==> src/rtl/wb_neopx_stream.sv <==
// Wishbone pixel buffer that streams its LED words over an AXI-Stream master,
// with single-shot START, one-deep pending restart and auto-repeat with a gap.
module wb_neopx_stream #(
  parameter int DATA_WIDTH   = 32,
  parameter int ADDR_WIDTH   = 32,
  parameter int SELECT_WIDTH = 4,
  parameter int NUM_LEDS     = 8,
  parameter int GAP_CYCLES   = 4000
) (
  input  logic                    i_clk,
  input  logic                    i_rst_n,
  input  logic [ADDR_WIDTH-1:0]   wb_adr_i,
  input  logic [DATA_WIDTH-1:0]   wb_dat_i,
  output logic [DATA_WIDTH-1:0]   wb_dat_o,
  input  logic                    wb_we_i,
  input  logic [SELECT_WIDTH-1:0] wb_sel_i,
  input  logic                    wb_stb_i,
  input  logic                    wb_cyc_i,
  output logic                    wb_ack_o,
  output logic                    wb_err_o,
  output logic                    wb_rty_o,
  output logic [DATA_WIDTH-1:0]   m_axis_data,
  output logic                    m_axis_valid,
  output logic                    m_axis_last,
  input  logic                    s_axis_ready
);

  localparam int         IW       = (NUM_LEDS > 1) ? $clog2(NUM_LEDS) : 1;
  localparam int         DEPTH    = 1 << IW;
  localparam logic [6:0] NL       = 7'(NUM_LEDS);
  localparam logic [31:0] GAP_INIT = 32'(GAP_CYCLES - 1);

  typedef enum logic [1:0] {S_IDLE = 2'd0, S_SEND = 2'd1, S_GAP = 2'd2} state_t;

  state_t                state_q;
  logic                  ack_q, auto_q, pend_q, valid_q, last_q;
  logic [DATA_WIDTH-1:0] dat_q, data_q;
  logic [6:0]            len_q, flen_q, idx_q, len_eff;
  logic [31:0]           gap_q;
  logic [DATA_WIDTH-1:0] buf_q [DEPTH];

  logic                  acc, wr, hit_led, start_w, go;
  logic [6:0]            wadr;
  logic [IW-1:0]         led_idx, fetch_idx;
  logic [DATA_WIDTH-1:0] bmask, rdata, fetch_word;
  logic                  unused_ok;

  assign acc       = wb_cyc_i & wb_stb_i & ~ack_q;
  assign wr        = acc & wb_we_i;
  assign wadr      = wb_adr_i[8:2];
  assign hit_led   = wadr[6] && ({1'b0, wadr[5:0]} < NL);
  assign led_idx   = wadr[IW-1:0];
  assign start_w   = wr && (wadr == 7'd0) && wb_sel_i[0] && wb_dat_i[0];
  assign len_eff   = (len_q == 7'd0 || len_q > NL) ? NL : len_q;
  assign unused_ok = ^{wb_adr_i[ADDR_WIDTH-1:9], wb_adr_i[1:0]};

  // A frame starts from IDLE on START/pending, or at gap end when more frames are owed.
  assign go = (state_q == S_IDLE && (start_w || pend_q)) ||
              (state_q == S_GAP && gap_q == 32'd0 && (auto_q || pend_q));

  assign fetch_idx = go ? '0 : IW'(idx_q + 7'd1);

  // Byte-lane mask from the Wishbone selects
  always_comb begin
    bmask = '0;
    for (int b = 0; b < SELECT_WIDTH; b++) bmask[8*b +: 8] = {8{wb_sel_i[b]}};
  end

  // Word about to be presented; a same-cycle write to that LED is forwarded
  always_comb begin
    fetch_word = buf_q[fetch_idx];
    if (wr && hit_led && led_idx == fetch_idx)
      fetch_word = (fetch_word & ~bmask) | (wb_dat_i & bmask);
  end

  // Register read mux
  always_comb begin
    rdata = '0;
    case (wadr)
      7'd0:    rdata = DATA_WIDTH'({auto_q, 1'b0});
      7'd1:    rdata = DATA_WIDTH'({1'b0, idx_q, 4'b0, state_q, pend_q, state_q != S_IDLE});
      7'd2:    rdata = DATA_WIDTH'(len_q);
      default: if (hit_led) rdata = buf_q[led_idx];
    endcase
  end

  // Wishbone handshake, read data and control registers
  always_ff @(posedge i_clk) begin
    if (!i_rst_n) begin
      ack_q  <= 1'b0;
      dat_q  <= '0;
      auto_q <= 1'b0;
      len_q  <= NL;
    end else begin
      ack_q <= acc;
      if (acc) dat_q <= rdata;
      if (wr && wadr == 7'd0 && wb_sel_i[0]) auto_q <= wb_dat_i[1];
      if (wr && wadr == 7'd2 && wb_sel_i[0]) len_q  <= wb_dat_i[6:0];
    end
  end

  // Pixel buffer with byte-enable writes
  always_ff @(posedge i_clk) begin
    if (!i_rst_n) begin
      for (int i = 0; i < DEPTH; i++) buf_q[i] <= '0;
    end else if (wr && hit_led) begin
      buf_q[led_idx] <= (buf_q[led_idx] & ~bmask) | (wb_dat_i & bmask);
    end
  end

  // Stream FSM: presents one word per clock, holds on stall, gaps between repeats
  always_ff @(posedge i_clk) begin
    if (!i_rst_n) begin
      state_q <= S_IDLE;
      idx_q   <= '0;
      flen_q  <= NL;
      gap_q   <= '0;
      pend_q  <= 1'b0;
      valid_q <= 1'b0;
      last_q  <= 1'b0;
      data_q  <= '0;
    end else begin
      if (go) begin
        state_q <= S_SEND;
        pend_q  <= 1'b0;
        idx_q   <= '0;
        flen_q  <= len_eff;
        valid_q <= 1'b1;
        data_q  <= fetch_word;
        last_q  <= (len_eff == 7'd1);
      end else begin
        case (state_q)
          S_SEND: if (valid_q && s_axis_ready) begin
            if (last_q) begin
              valid_q <= 1'b0;
              last_q  <= 1'b0;
              if (auto_q || pend_q || start_w) begin
                state_q <= S_GAP;
                gap_q   <= GAP_INIT;
              end else begin
                state_q <= S_IDLE;
              end
            end else begin
              idx_q  <= idx_q + 7'd1;
              data_q <= fetch_word;
              last_q <= (idx_q + 7'd2 == flen_q);
            end
          end
          S_GAP: if (gap_q == 32'd0) state_q <= S_IDLE;
                 else gap_q <= gap_q - 32'd1;
          default: state_q <= S_IDLE;
        endcase
      end
      // START while busy owes exactly one more frame
      if (start_w && state_q != S_IDLE) pend_q <= 1'b1;
    end
  end

  assign wb_dat_o     = dat_q;
  assign wb_ack_o     = ack_q;
  assign wb_err_o     = 1'b0;
  assign wb_rty_o     = 1'b0;
  assign m_axis_data  = data_q;
  assign m_axis_valid = valid_q;
  assign m_axis_last  = last_q;

endmodule

==> config.mk <==
export PLATFORM = sky130hd
export DESIGN_NAME = wb_neopx_stream
export DESIGN_NICKNAME = d
export VERILOG_FILES = /design/src/rtl/wb_neopx_stream.sv
export SDC_FILE = /design/constraint.sdc
export NUM_CORES = 1
export LEC_CHECK = 0
export BUFFER_PORTS_ARGS = -buffer_cell sky130_fd_sc_hd__buf_4
export CORE_MARGIN = 4
export CORE_UTILIZATION = 35
export DETAILED_ROUTE_END_ITERATION = 16
export PLACE_DENSITY_LB_ADDON = 0.25
export SYNTH_ARGS = -nofsm -noshare
export SYNTH_HDL_FRONTEND = slang
export SYNTH_SLANG_ARGS = --single-unit
==> constraint.sdc <==
create_clock -name i_clk -period 5.61 [get_ports i_clk]
set_clock_uncertainty 0.1 [all_clocks]
set_input_delay 0.561 -clock i_clk [delete_from_list [all_inputs] [get_ports i_clk]]
set_output_delay 0.561 -clock i_clk [all_outputs]
set_load 0.1 [all_outputs]
==> results of run 1 <==
## per-stage QoR
step,std cells,worst slack [ps],area (um^2)
after floorplan,1700,1887,18810
after global placement,2426,1078,20460
after detailed placement,2426,1036,20460
after CTS,2506,1240,21840
after global routing,2506,1075,21840
final,2506,1258,21840
## cells in the mapped netlist, drive strengths merged (30+ instances only)
library cell / number / area share
mux2: 40 / 0.024
nor2: 383 / 0.077
o21ai: 70 / 0.019
clkbuf: 102 / 0.022
nand2: 124 / 0.025
a22oi: 42 / 0.017
dfxtp: 124 / 0.13
mux2i: 69 / 0.037
edfxtp: 256 / 0.41
xnor2: 30 / 0.014
a21oi: 48 / 0.013
nor3: 34 / 0.0093
mux4: 65 / 0.078
## per-layer routing
layer  wire [um]  GRT usage  up-vias
li1            -          -     6521
met1       26310     0.2957     7368
met2       29840     0.3533      725
met3        5718    0.04203      148
met4        2180    0.07581        4
met5          27          0        -
## state kept, by name (all words and copies together), names as in the netlist
signal and flops:
auto_q 1, wb_ack_o 1, buf_q 256, gap_q 32, m_axis_valid 1, len_q 7
m_axis_last 1, idx_q 7, flen_q 7, wb_dat_o 32, state_q 2, m_axis_data 32
pend_q 1
## cells by family (layout without fill, tap and decap cells)
group	count (synthesis)	in the layout
AO/OA/AOI/OAI	317	317
XOR/XNOR	39	39
adder cells (fa/ha/maj)	4	4
buffers and inverters	136	254
flip-flops	380	380
multiplexers	174	174
other	1	2
AND/OR/NAND/NOR	648	648
## power groups by stage
| stage | Sequential (mW) | Clock (mW) | Combinational [mW] |
|---|---|---|---|
| floorplan | 3.19 | 0 | 0.285 |
| global placement | 3.15 | 0 | 0.517 |
| detailed placement | 3.15 | 0 | 0.520 |
| CTS | 3.09 | 2.79 | 0.523 |
| global route | 3.10 | 2.92 | 0.552 |
| finish | 3.09 | 2.75 | 0.523 |
## final timing paths
path / start / to / slack, ps / depth (start not counted)
setup / recovery: gap_q[0]$_SDFFE_PN0P_ / m_axis_data[5]$_SDFFE_PN0P_ / 1260 / 11
hold / removal: wb_dat_i[23] / m_axis_data[23]$_SDFFE_PN0P_ / 120 / 2
setup reg to reg: gap_q[0]$_SDFFE_PN0P_ / m_axis_data[5]$_SDFFE_PN0P_ / 1260 / 11
hold reg to reg: gap_q[23]$_SDFFE_PN0P_ / gap_q[23]$_SDFFE_PN0P_ / 360 / 2
## cell type report
cell class | count | area, um^2 | share of cell area
clock buffer | 63 | 1254 | 0.05741
clock inverter | 17 | 122.6 | 0.005615
inverter | 9 | 33.78 | 0.001547
multi-input combinational | 1184 | 8115 | 0.3716
sequential | 380 | 10170 | 0.4659
tap | 688 | 860.8 | 0.03942
timing repair buffer | 165 | 1276 | 0.05845
==> impl_metrics.yaml, run 1 <==
timing:
  timing.final.crit_period_ps: 4352
  totalNegativeSetupSlack_ps: 0
  fin_hold_ws_ps: 122.3
  final-max-slew-violation-count: 0
  setup_repair_after_global_routing_missed_its_margin: "false"
  relSlewSlack: 0.2402
  tightest_slew_ps: 1140
  hold_viol: 0
  period_share: 0.7758
  timing_limited_maximum_frequency_mhz: 229.8
  setup-violations-final: 0
detailed_routing:
  pre_repair_dr_iteration_count: 5
  wirelength_um: 64070
  initialDrtViolationCount: 1605
  route.detailed.vias_per_inst: 5.892
  drc: 0
  drt-wirelength-per-cell_um: 25.57
  final_antenna_net_count: 0
  num_vias: 14770
critical_path:
  timing.critical_path.slowest_cell_delay_ps: 900
  timing.critical_path.to_type: "register"
  cp_cell_sequence: "inv_1 > ha_1 > or4b_2 > or3_2 > or4_4 > nand2_1 > buf_4 > o21ai_1 > nor4bb_2 > a22oi_1 > o21ai_1"
  worst_path_dominant_cell_family: "simple AND/OR/NAND/NOR gates"
  critical_path_class: "register to register"
  cp.required_ps: 6000
  critical_path.slowest_cell: "nor4bb_2"
  crit_path_max_fanout: 20
  critical_path.startpoint_type: "register"
  path_common_cell: "o21ai_1"
  critical_path_buf_inv_count: 2
  timing.critical_path.arrival_ps: 4740
clock_network:
  tritoncts_num_sinks: 380
  ctsResizeCount: 0
  clock_tree.htree_level_count: 2
  cts_made_buffers: 43
  cts.clk_slew.worst_paths_ps: 60
  holdBufCountCts: 0
  tritoncts: "built"
  worst_skew_pair.late_latency_ps: 570
  post-cts-setup-buffers: 0
  clk_path_buf_depth: 3
  ctsRootBufferMaster: "clkbuf_16"
yosys:
  yosys.area_share.adder: 0.002662
  share_of_synthesized_area_occupied_by_flip_flops_and_latches: 0.5409
  syn_area_per_cell_um2: 11.07
  ys.warnings.count: 0
  synth_compound_gate_area_share: 0.1171
  synth-main-ff-cell: "edfxtp_1"
  synth_async_sr_flop_share: 0
  largest_family_of_logic_cells_by_synthesized_area: "simple AND/OR/NAND/NOR gates"
  synth-xor-area-share: 0.01817
  synth.distinct_cells: 76
  syn-instance-count: 1699
  postSynthRegisterBits: 380
  netlist_area_um2: 18800
  post_synthesis_share_of_cell_area_spent_on_and_or_nand_and_nor_gates: 0.1492
  synth_edf_count: 256
  synth.mux.area_fraction: 0.1386
power:
  power.share.switching: 0.2416
  p_switching_mw: 1.537
  power.total_mw: 6.363
  seq_power_share: 0.486
  ir_drop_uv: 215.5
  pwr_density_cell_nw_per_um2: 291.4
  cell_internal_pwr_mw: 4.826
  leakagePower_nw: 7.814
  combPwrFrac: 0.082
  share_clk_of_total_power: 0.432
placement:
  io_buffer_count: 115
  finalWeightedCongestion: 0.8341
  place.detailed.hpwl_um: 38440
floorplan:
  initial_core_util: 0.3557
  die_area_um2: 57490
  io_pins: 143
  die_height_um: 239.8
  core_um2: 52870
  std_cell_rows: 84
  die-width_um: 239.8
layout:
  drive_above_1_share: 0.2090
  nFillCells: 5010
  layout.cells.most_common: "nor2_1"
  area_overhead_of_the_layout_relative_to_synthesis_pct: 16.14
  finish.net_count: 1861
  most-common-layout-cells: "379 x nor2_1, 256 x edfxtp_1, 162 x buf_4, 124 x nand2_1, 123 x dfxtp_1"
  antenna_cells_inserted: 0
  post-route-util: 0.4130
global_routing:
  gr-total-overflow: 0
  antenna_found_initial: 2
  maximum_number_of_pins_on_one_net_before_global_route_repair: 52
  track_usage: 0.2186
  grt_pass1_wl_um: 94010
  via_count_of_the_first_global_routing_pass: 14570
hold_path:
  worst_hold_path_type: "input pin to register"
job:
  cap_violations: 0
status:
  outcome: "completed"
No activity file was read; power rests on OpenSTA's default activity.
==> inputs of run 2 (changes only) <==
--- a/config.mk
+++ b/config.mk
@@ -5,6 +5,7 @@
 export SDC_FILE = /design/constraint.sdc
 export NUM_CORES = 1
 export LEC_CHECK = 0
+export ABC_AREA = 1
 export BUFFER_PORTS_ARGS = -buffer_cell sky130_fd_sc_hd__buf_4
 export CORE_MARGIN = 4
 export CORE_UTILIZATION = 35
==> constraint.sdc (replaced) <==
create_clock -name i_clk -period 3.64 [get_ports i_clk]
set_clock_uncertainty 0.1 [all_clocks]
set_input_delay 0.364 -clock i_clk [delete_from_list [all_inputs] [get_ports i_clk]]
set_output_delay 0.364 -clock i_clk [all_outputs]
set_load 0.1 [all_outputs]
==> run 2 against run 1 <==
Synthesized cell count increased by 44%. Sequential share of layout area down 2.8 points. Largest power group unchanged. Critical path depth up 7. Non-clock buffer count is 51 higher. Sequential power increased by 54%. First-iteration DRC count up 17%.
==> impl_metrics.yaml, run 2 <==
status:
  outcome: "completed"
timing:
  fin_hold_ws_ps: 28.78
  relSlewSlack: 0.3149
  setup-violations-final: 0
  timing.final.crit_period_ps: 3297
  totalNegativeSetupSlack_ps: 0
  final-max-slew-violation-count: 0
  timing_limited_maximum_frequency_mhz: 303.3
  period_share: 0.9058
  setup_repair_after_global_routing_missed_its_margin: "false"
  tightest_slew_ps: 1027
  hold_viol: 0
layout:
  area_overhead_of_the_layout_relative_to_synthesis_pct: 16.51
  antenna_cells_inserted: 0
  most-common-layout-cells: "482 x nand2_1, 478 x nor2_1, 256 x edfxtp_1, 200 x buf_4, 161 x o21ai_0"
  registers.top_by_ff_count: "buf_q"
  post-route-util: 0.4124
  layout.cells.most_common: "nand2_1"
  largest_register_ff_count: 256
  finish.net_count: 2621
  nFillCells: 5645
  drive_above_1_share: 0.1281
power:
  pwr_density_cell_nw_per_um2: 419.3
  combPwrFrac: 0.086
  power.total_mw: 9.749
  cell_internal_pwr_mw: 7.304
  share_clk_of_total_power: 0.427
  leakagePower_nw: 9.523
  power.share.switching: 0.2508
  ir_drop_uv: 289.3
  p_switching_mw: 2.445
  seq_power_share: 0.487
detailed_routing:
  num_vias: 18660
  drt-wirelength-per-cell_um: 22.55
  final_antenna_net_count: 0
  initialDrtViolationCount: 1875
  drc: 0
  wirelength_um: 75130
  route.detailed.vias_per_inst: 5.601
  pre_repair_dr_iteration_count: 6
yosys:
  ys_top_cells_by_area: "edfxtp_1 39%, dfxtp_1 12%, nand2_1 9.2%"
  share_of_synthesized_area_occupied_by_flip_flops_and_latches: 0.5096
  synth_top_area_frac: 0.3852
  synth.distinct_cells: 43
  syn-instance-count: 2452
  synth_async_sr_flop_share: 0
  netlist_area_um2: 19960
  ys.warnings.count: 0
  synth_top_cells_by_count: "490 x nand2_1, 480 x nor2_1, 256 x edfxtp_1"
  yosys.area.top_type: "edfxtp_1"
  synth.most_common_cell: "nand2_1"
  synth-main-ff-cell: "edfxtp_1"
  synth_edf_count: 256
  postSynthRegisterBits: 380
  syn_area_per_cell_um2: 8.139
job:
  cap_violations: 0
global_routing:
  maximum_number_of_pins_on_one_net_before_global_route_repair: 88
  antenna_found_initial: 1
  via_count_of_the_first_global_routing_pass: 17780
  track_usage: 0.2391
  grt_pass1_wl_um: 110400
  gr-total-overflow: 0
critical_path:
  path_common_cell: "nand2_1"
  timing.critical_path.arrival_ps: 3700
  timing.critical_path.to_type: "register"
  critical_path_buf_inv_count: 4
  timing.critical_path.slowest_cell_delay_ps: 430
  critical_path.startpoint_type: "register"
  critical_path.slowest_cell: "buf_12"
  worst_path_dominant_cell_family: "simple AND/OR/NAND/NOR gates"
  cp.required_ps: 4040
  crit_path_max_fanout: 87
  cp_cell_sequence: "inv_1 > ha_1 > nand2_1 > nor2_1 > nand2_2 > nor2_4 > nand3_4 > nand3_4 > buf_12 > inv_1 > buf_4 > nand3_1 > nand2_1 > nand2_1 > nand2_1 > nand2_1 > nand2_1 > a21oi_1"
  critical_path_class: "register to register"
clock_network:
  clock_tree.htree_level_count: 2
  cts_made_buffers: 42
  worst_skew_pair.late_latency_ps: 580
  cts.clk_slew.worst_paths_ps: 60
  tritoncts_num_sinks: 380
  tritoncts: "built"
  clk_path_buf_depth: 3
  ctsRootBufferMaster: "clkbuf_16"
floorplan:
  std_cell_rows: 87
  initial_core_util: 0.3539
  die-width_um: 246.8
  die_area_um2: 60910
  die_height_um: 246.8
  core_um2: 56390
  io_pins: 143
placement:
  place.detailed.hpwl_um: 46530
  finalWeightedCongestion: 0.8669
  io_buffer_count: 115
hold_path:
  worst_hold_path_type: "input pin to register"
[run 2: changes by cell type in the layout (fill, tap and decap cells not counted), moves of 38 or more]
cell / change
a21oi_1: +97
mux2i_1: -54
inv_1: +130
o21ai_0: +105
buf_4: +38
mux2_2: -40
mux4_2: -65
nand4_1: +55
nand3_1: +137
nor2_1: +99
a221oi_1: +46
nand2_1: +358
[run 2: final timing paths]
check	start	to	slack, ps	cells after the start
worst max-delay path	gap_q[0]$_SDFFE_PN0P_	m_axis_data[21]$_SDFFE_PN0P_	340	18
worst min-delay path	wb_dat_i[0]	len_q[0]$_SDFFE_PN0P_	30	3
worst min register to register	flen_q[4]$_SDFFE_PN0P_	flen_q[4]$_SDFFE_PN0P_	360	2
worst max register to register	gap_q[0]$_SDFFE_PN0P_	m_axis_data[21]$_SDFFE_PN0P_	340	18
[run 2: stage by stage]
step	cells	setup WS (ps)	instance area [um^2]
after detailed placement	3248	388.9	21870
after CTS	3332	406.9	23250
after global routing	3332	103.9	23250
final	3332	342.8	23250
after floorplan	2453	536.0	19960
after global placement	3248	378.2	21870
[run 2: cell families after synthesis]
logic type	Yosys count	synth area share
simple gates	1250	0.2654
xor+xnor	34	0.01492
other cells	1	0.0001879
mux	15	0.007523
compound gates	452	0.1341
fa+ha+maj	4	0.002508
buf+inv	316	0.06583
flops	380	0.5096
[run 2: layout make-up]
class	count	area (um^2)	share of cell area
multi-input cells	1757	8523	0.3666
repair buffers	216	1752	0.07533
clock inverters	14	100.1	0.004305
flip-flops and latches	380	10170	0.4374
clock buffers	63	1212	0.05214
inverters	146	548.0	0.02357
well taps	756	945.9	0.04068
[run 2: routing by layer]
metal,share of wire,track usage
met5,0,0
met2,0.44,0.3734
met1,0.42,0.3240
met4,0.031,0.08276
met3,0.11,0.06018
[run 2: repair_timing]
action,CTS,global route
buffers inserted,0,0
hold buffers,7,0
gates resized for setup,0,0
endpoints found under the hold margin,9,0
[run 2: power by group through the flow]
stage / sequential (mW) / combinational [mW] / clock, mW
floorplan: 4.87 / 0.416 / 0
global placement: 4.83 / 0.813 / 0
detailed placement: 4.84 / 0.817 / 0
CTS: 4.74 / 0.826 / 4.23
global route: 4.75 / 0.894 / 4.40
finish: 4.75 / 0.841 / 4.16
[run 2: worst min-delay path: cells and delay by family]
kind | cells | cell delay [ps]
buffers and inverters | 1 | 110
AO/OA/AOI/OAI | 2 | 200
==> inputs of run 3 (changes only) <==
--- a/config.mk
+++ b/config.mk
@@ -7,7 +7,6 @@
 export LEC_CHECK = 0
 export ABC_AREA = 1
 export BUFFER_PORTS_ARGS = -buffer_cell sky130_fd_sc_hd__buf_4
-export CORE_MARGIN = 4
 export CORE_UTILIZATION = 35
 export DETAILED_ROUTE_END_ITERATION = 16
 export PLACE_DENSITY_LB_ADDON = 0.25
==> constraint.sdc (replaced) <==
create_clock -name i_clk -period 2.9 [get_ports i_clk]
set_clock_uncertainty 0.1 [all_clocks]
set_input_delay 0.29 -clock i_clk [delete_from_list [all_inputs] [get_ports i_clk]]
set_output_delay 0.29 -clock i_clk [all_outputs]
set_load 0.1 [all_outputs]
==> run 3 against run 2 <==
Die area down 4.8%. Power up 29%. First-iteration DRC count up 2.5%. Largest power group unchanged. Highest routed layer unchanged.
==> impl_metrics.yaml, run 3 (synthesis gave the netlist of run 2 again) <==
floorplan:
  core_um2: 56390
  initial_core_util: 0.3539
  die_area_um2: 57980
  die-width_um: 240.8
  std_cell_rows: 87
  io_pins: 143
  die_height_um: 240.8
detailed_routing:
  pre_repair_dr_iteration_count: 5
  wirelength_um: 73160
  route.met3.wl_um: 6807
  wl_met2_um: 33110
  initialDrtViolationCount: 1922
  top_layer: "met4"
  num_vias: 18870
  final_antenna_net_count: 0
  met1_length_um: 30680
  drc: 0
  route.detailed.vias_per_inst: 5.551
  drt-wirelength-per-cell_um: 21.52
status:
  outcome: "completed"
critical_path:
  rr_worst_depth: 16
  timing.critical_path.to_type: "register"
  critical_path.startpoint_type: "register"
  r2r_setup_slack_ps: 170
  critical_path_class: "register to register"
  crit_path_max_fanout: 54
  cp.required_ps: 3300
  timing.rr.end: "m_axis_data[16]$_SDFFE_PN0P_"
  worstReg2RegStart: "gap_q[4]$_SDFFE_PN0P_"
  timing.critical_path.arrival_ps: 3130
placement:
  place.detailed.hpwl_um: 46950
  dpl.cell_count: 3305
  io_buffer_count: 115
  finalWeightedCongestion: 0.8740
  place_worst_setup_slack_ps: 135.8
global_routing:
  gr-total-overflow: 0
  grt_pass1_wl_um: 108400
  antenna_found_initial: 0
  maximum_number_of_pins_on_one_net_before_global_route_repair: 65
  via_count_of_the_first_global_routing_pass: 17780
  track_usage: 0.2504
layout:
  drive_above_1_share: 0.1476
  finish.cell_count_without_fillers: 3399
  nFillCells: 5653
  registers.top_by_ff_count: "buf_q"
  antenna_cells_inserted: 0
  largest_register_ff_count: 256
  layout.cells.most_common: "nand2_1"
  finish.net_count: 2688
  most-common-layout-cells: "482 x nand2_1, 477 x nor2_1, 256 x edfxtp_1, 241 x buf_4, 161 x o21ai_0"
  area_overhead_of_the_layout_relative_to_synthesis_pct: 20.49
timing:
  timing_limited_maximum_frequency_mhz: 365.7
  setup_repair_after_global_routing_missed_its_margin: "true"
  timing.final.crit_period_ps: 2735
  tightest_slew_ps: 621.7
  relSlewSlack: 0.5737
  setup-violations-final: 0
  final-max-slew-violation-count: 0
  period_share: 0.9430
  hold_viol: 0
  setup_ws_ps: 165.2
power:
  power.total_mw: 12.56
  ir_drop_uv: 459.0
  pwr_density_cell_nw_per_um2: 522.5
  leakagePower_nw: 9.945
clock_network:
  clock_tree.htree_level_count: 2
  cts_made_buffers: 42
  post-cts-setup-buffers: 0
  tritoncts: "built"
  worst_skew_pair.late_latency_ps: 580
  clk_path_buf_depth: 3
  tritoncts_num_sinks: 380
  ctsRootBufferMaster: "clkbuf_16"
  cts.clk_slew.worst_paths_ps: 60
job:
  cap_violations: 0
hold_path:
  min_from: "wb_dat_i[20]"
  min_delay_worst_endpoint: "m_axis_data[20]$_SDFFE_PN0P_"
  worst_hold_path_type: "input pin to register"
  hold_path_depth: 5
-- run 3: critical path: stages, from the launching register on --
cell     delay (ps)
dfxtp_1         330
nor2_1          160
nand2_1         140
nor2_1          160
nand2_2          90
nor2_4          150
nand3_4         230
nand3_4         210
buf_16          270
nand2_1          90
nand3_1          70
nand2_1          60
nand2_1          50
nand2_1          60
nand2_1          60
nand2_1         170
a21oi_1         190
-- run 3: layout make-up --
type	instances	area, um^2	area share
repair buffers	283	2470	0.1027
clock inverters	11	132.6	0.005515
well taps	756	945.9	0.03934
multi-input cells	1757	8526	0.3545
flip-flops and latches	380	10170	0.4230
clock buffers	66	1252	0.05208
inverters	146	548.0	0.02279
-- run 3: worst max-delay path by stage --
stage | startpoint | endpoint | slack, ps | cells after the start
final | gap_q[4]$_SDFFE_PN0P_ | m_axis_data[16]$_SDFFE_PN0P_ | 170 | 16
after global routing | gap_q[21]$_SDFFE_PN0P_ | m_axis_data[16]$_SDFFE_PN0P_ | -20 | 14
after CTS | gap_q[4]$_SDFFE_PN0P_ | m_axis_data[16]$_SDFFE_PN0P_ | 150 | 15
after detailed placement | wb_adr_i[2] | m_axis_data[16]$_SDFFE_PN0P_ | 140 | 16
after global placement | wb_adr_i[2] | m_axis_data[12]$_SDFFE_PN0P_ | 130 | 16
after floorplan | wb_ack_o$_SDFF_PN0_ | buf_q[0][0]$_SDFFCE_PN0P_ | 40 | 8
-- run 3: per-stage QoR --
stage	util	TNS (ps)	hold WS (ps)	area (um^2)
5_1_grt	0.4265	-35.33	56.37	24050
3_3_place_gp	0.3986	0	344.3	22470
2_1_floorplan	-	0	320.4	19960
4_1_cts	0.4262	0	2.671	24030
3_5_place_dp	0.3986	0	356.5	22470
6_report	0.4265	0	15.54	24050
-- run 3: what timing repair did --
action | in CTS | in global routing
resized for setup | 0 | 4
hold buffers | 17 | 0
setup endpoints to repair | 0 | 5
hold endpoints to repair | 18 | 0
-- run 3: routing by layer --
metal,vias up,GRT usage
li1,8715,-
met1,9022,0.3338
met2,960,0.4028
met3,171,0.04060
met4,0,0.1047
met5,-,0
-- run 3: report_power, final --
group | switching [mW] | total [mW] | internal [mW]
Sequential | 0.0616 | 5.96 | 5.90
Combinational | 0.774 | 1.14 | 0.369
Clock | 2.24 | 5.46 | 3.23
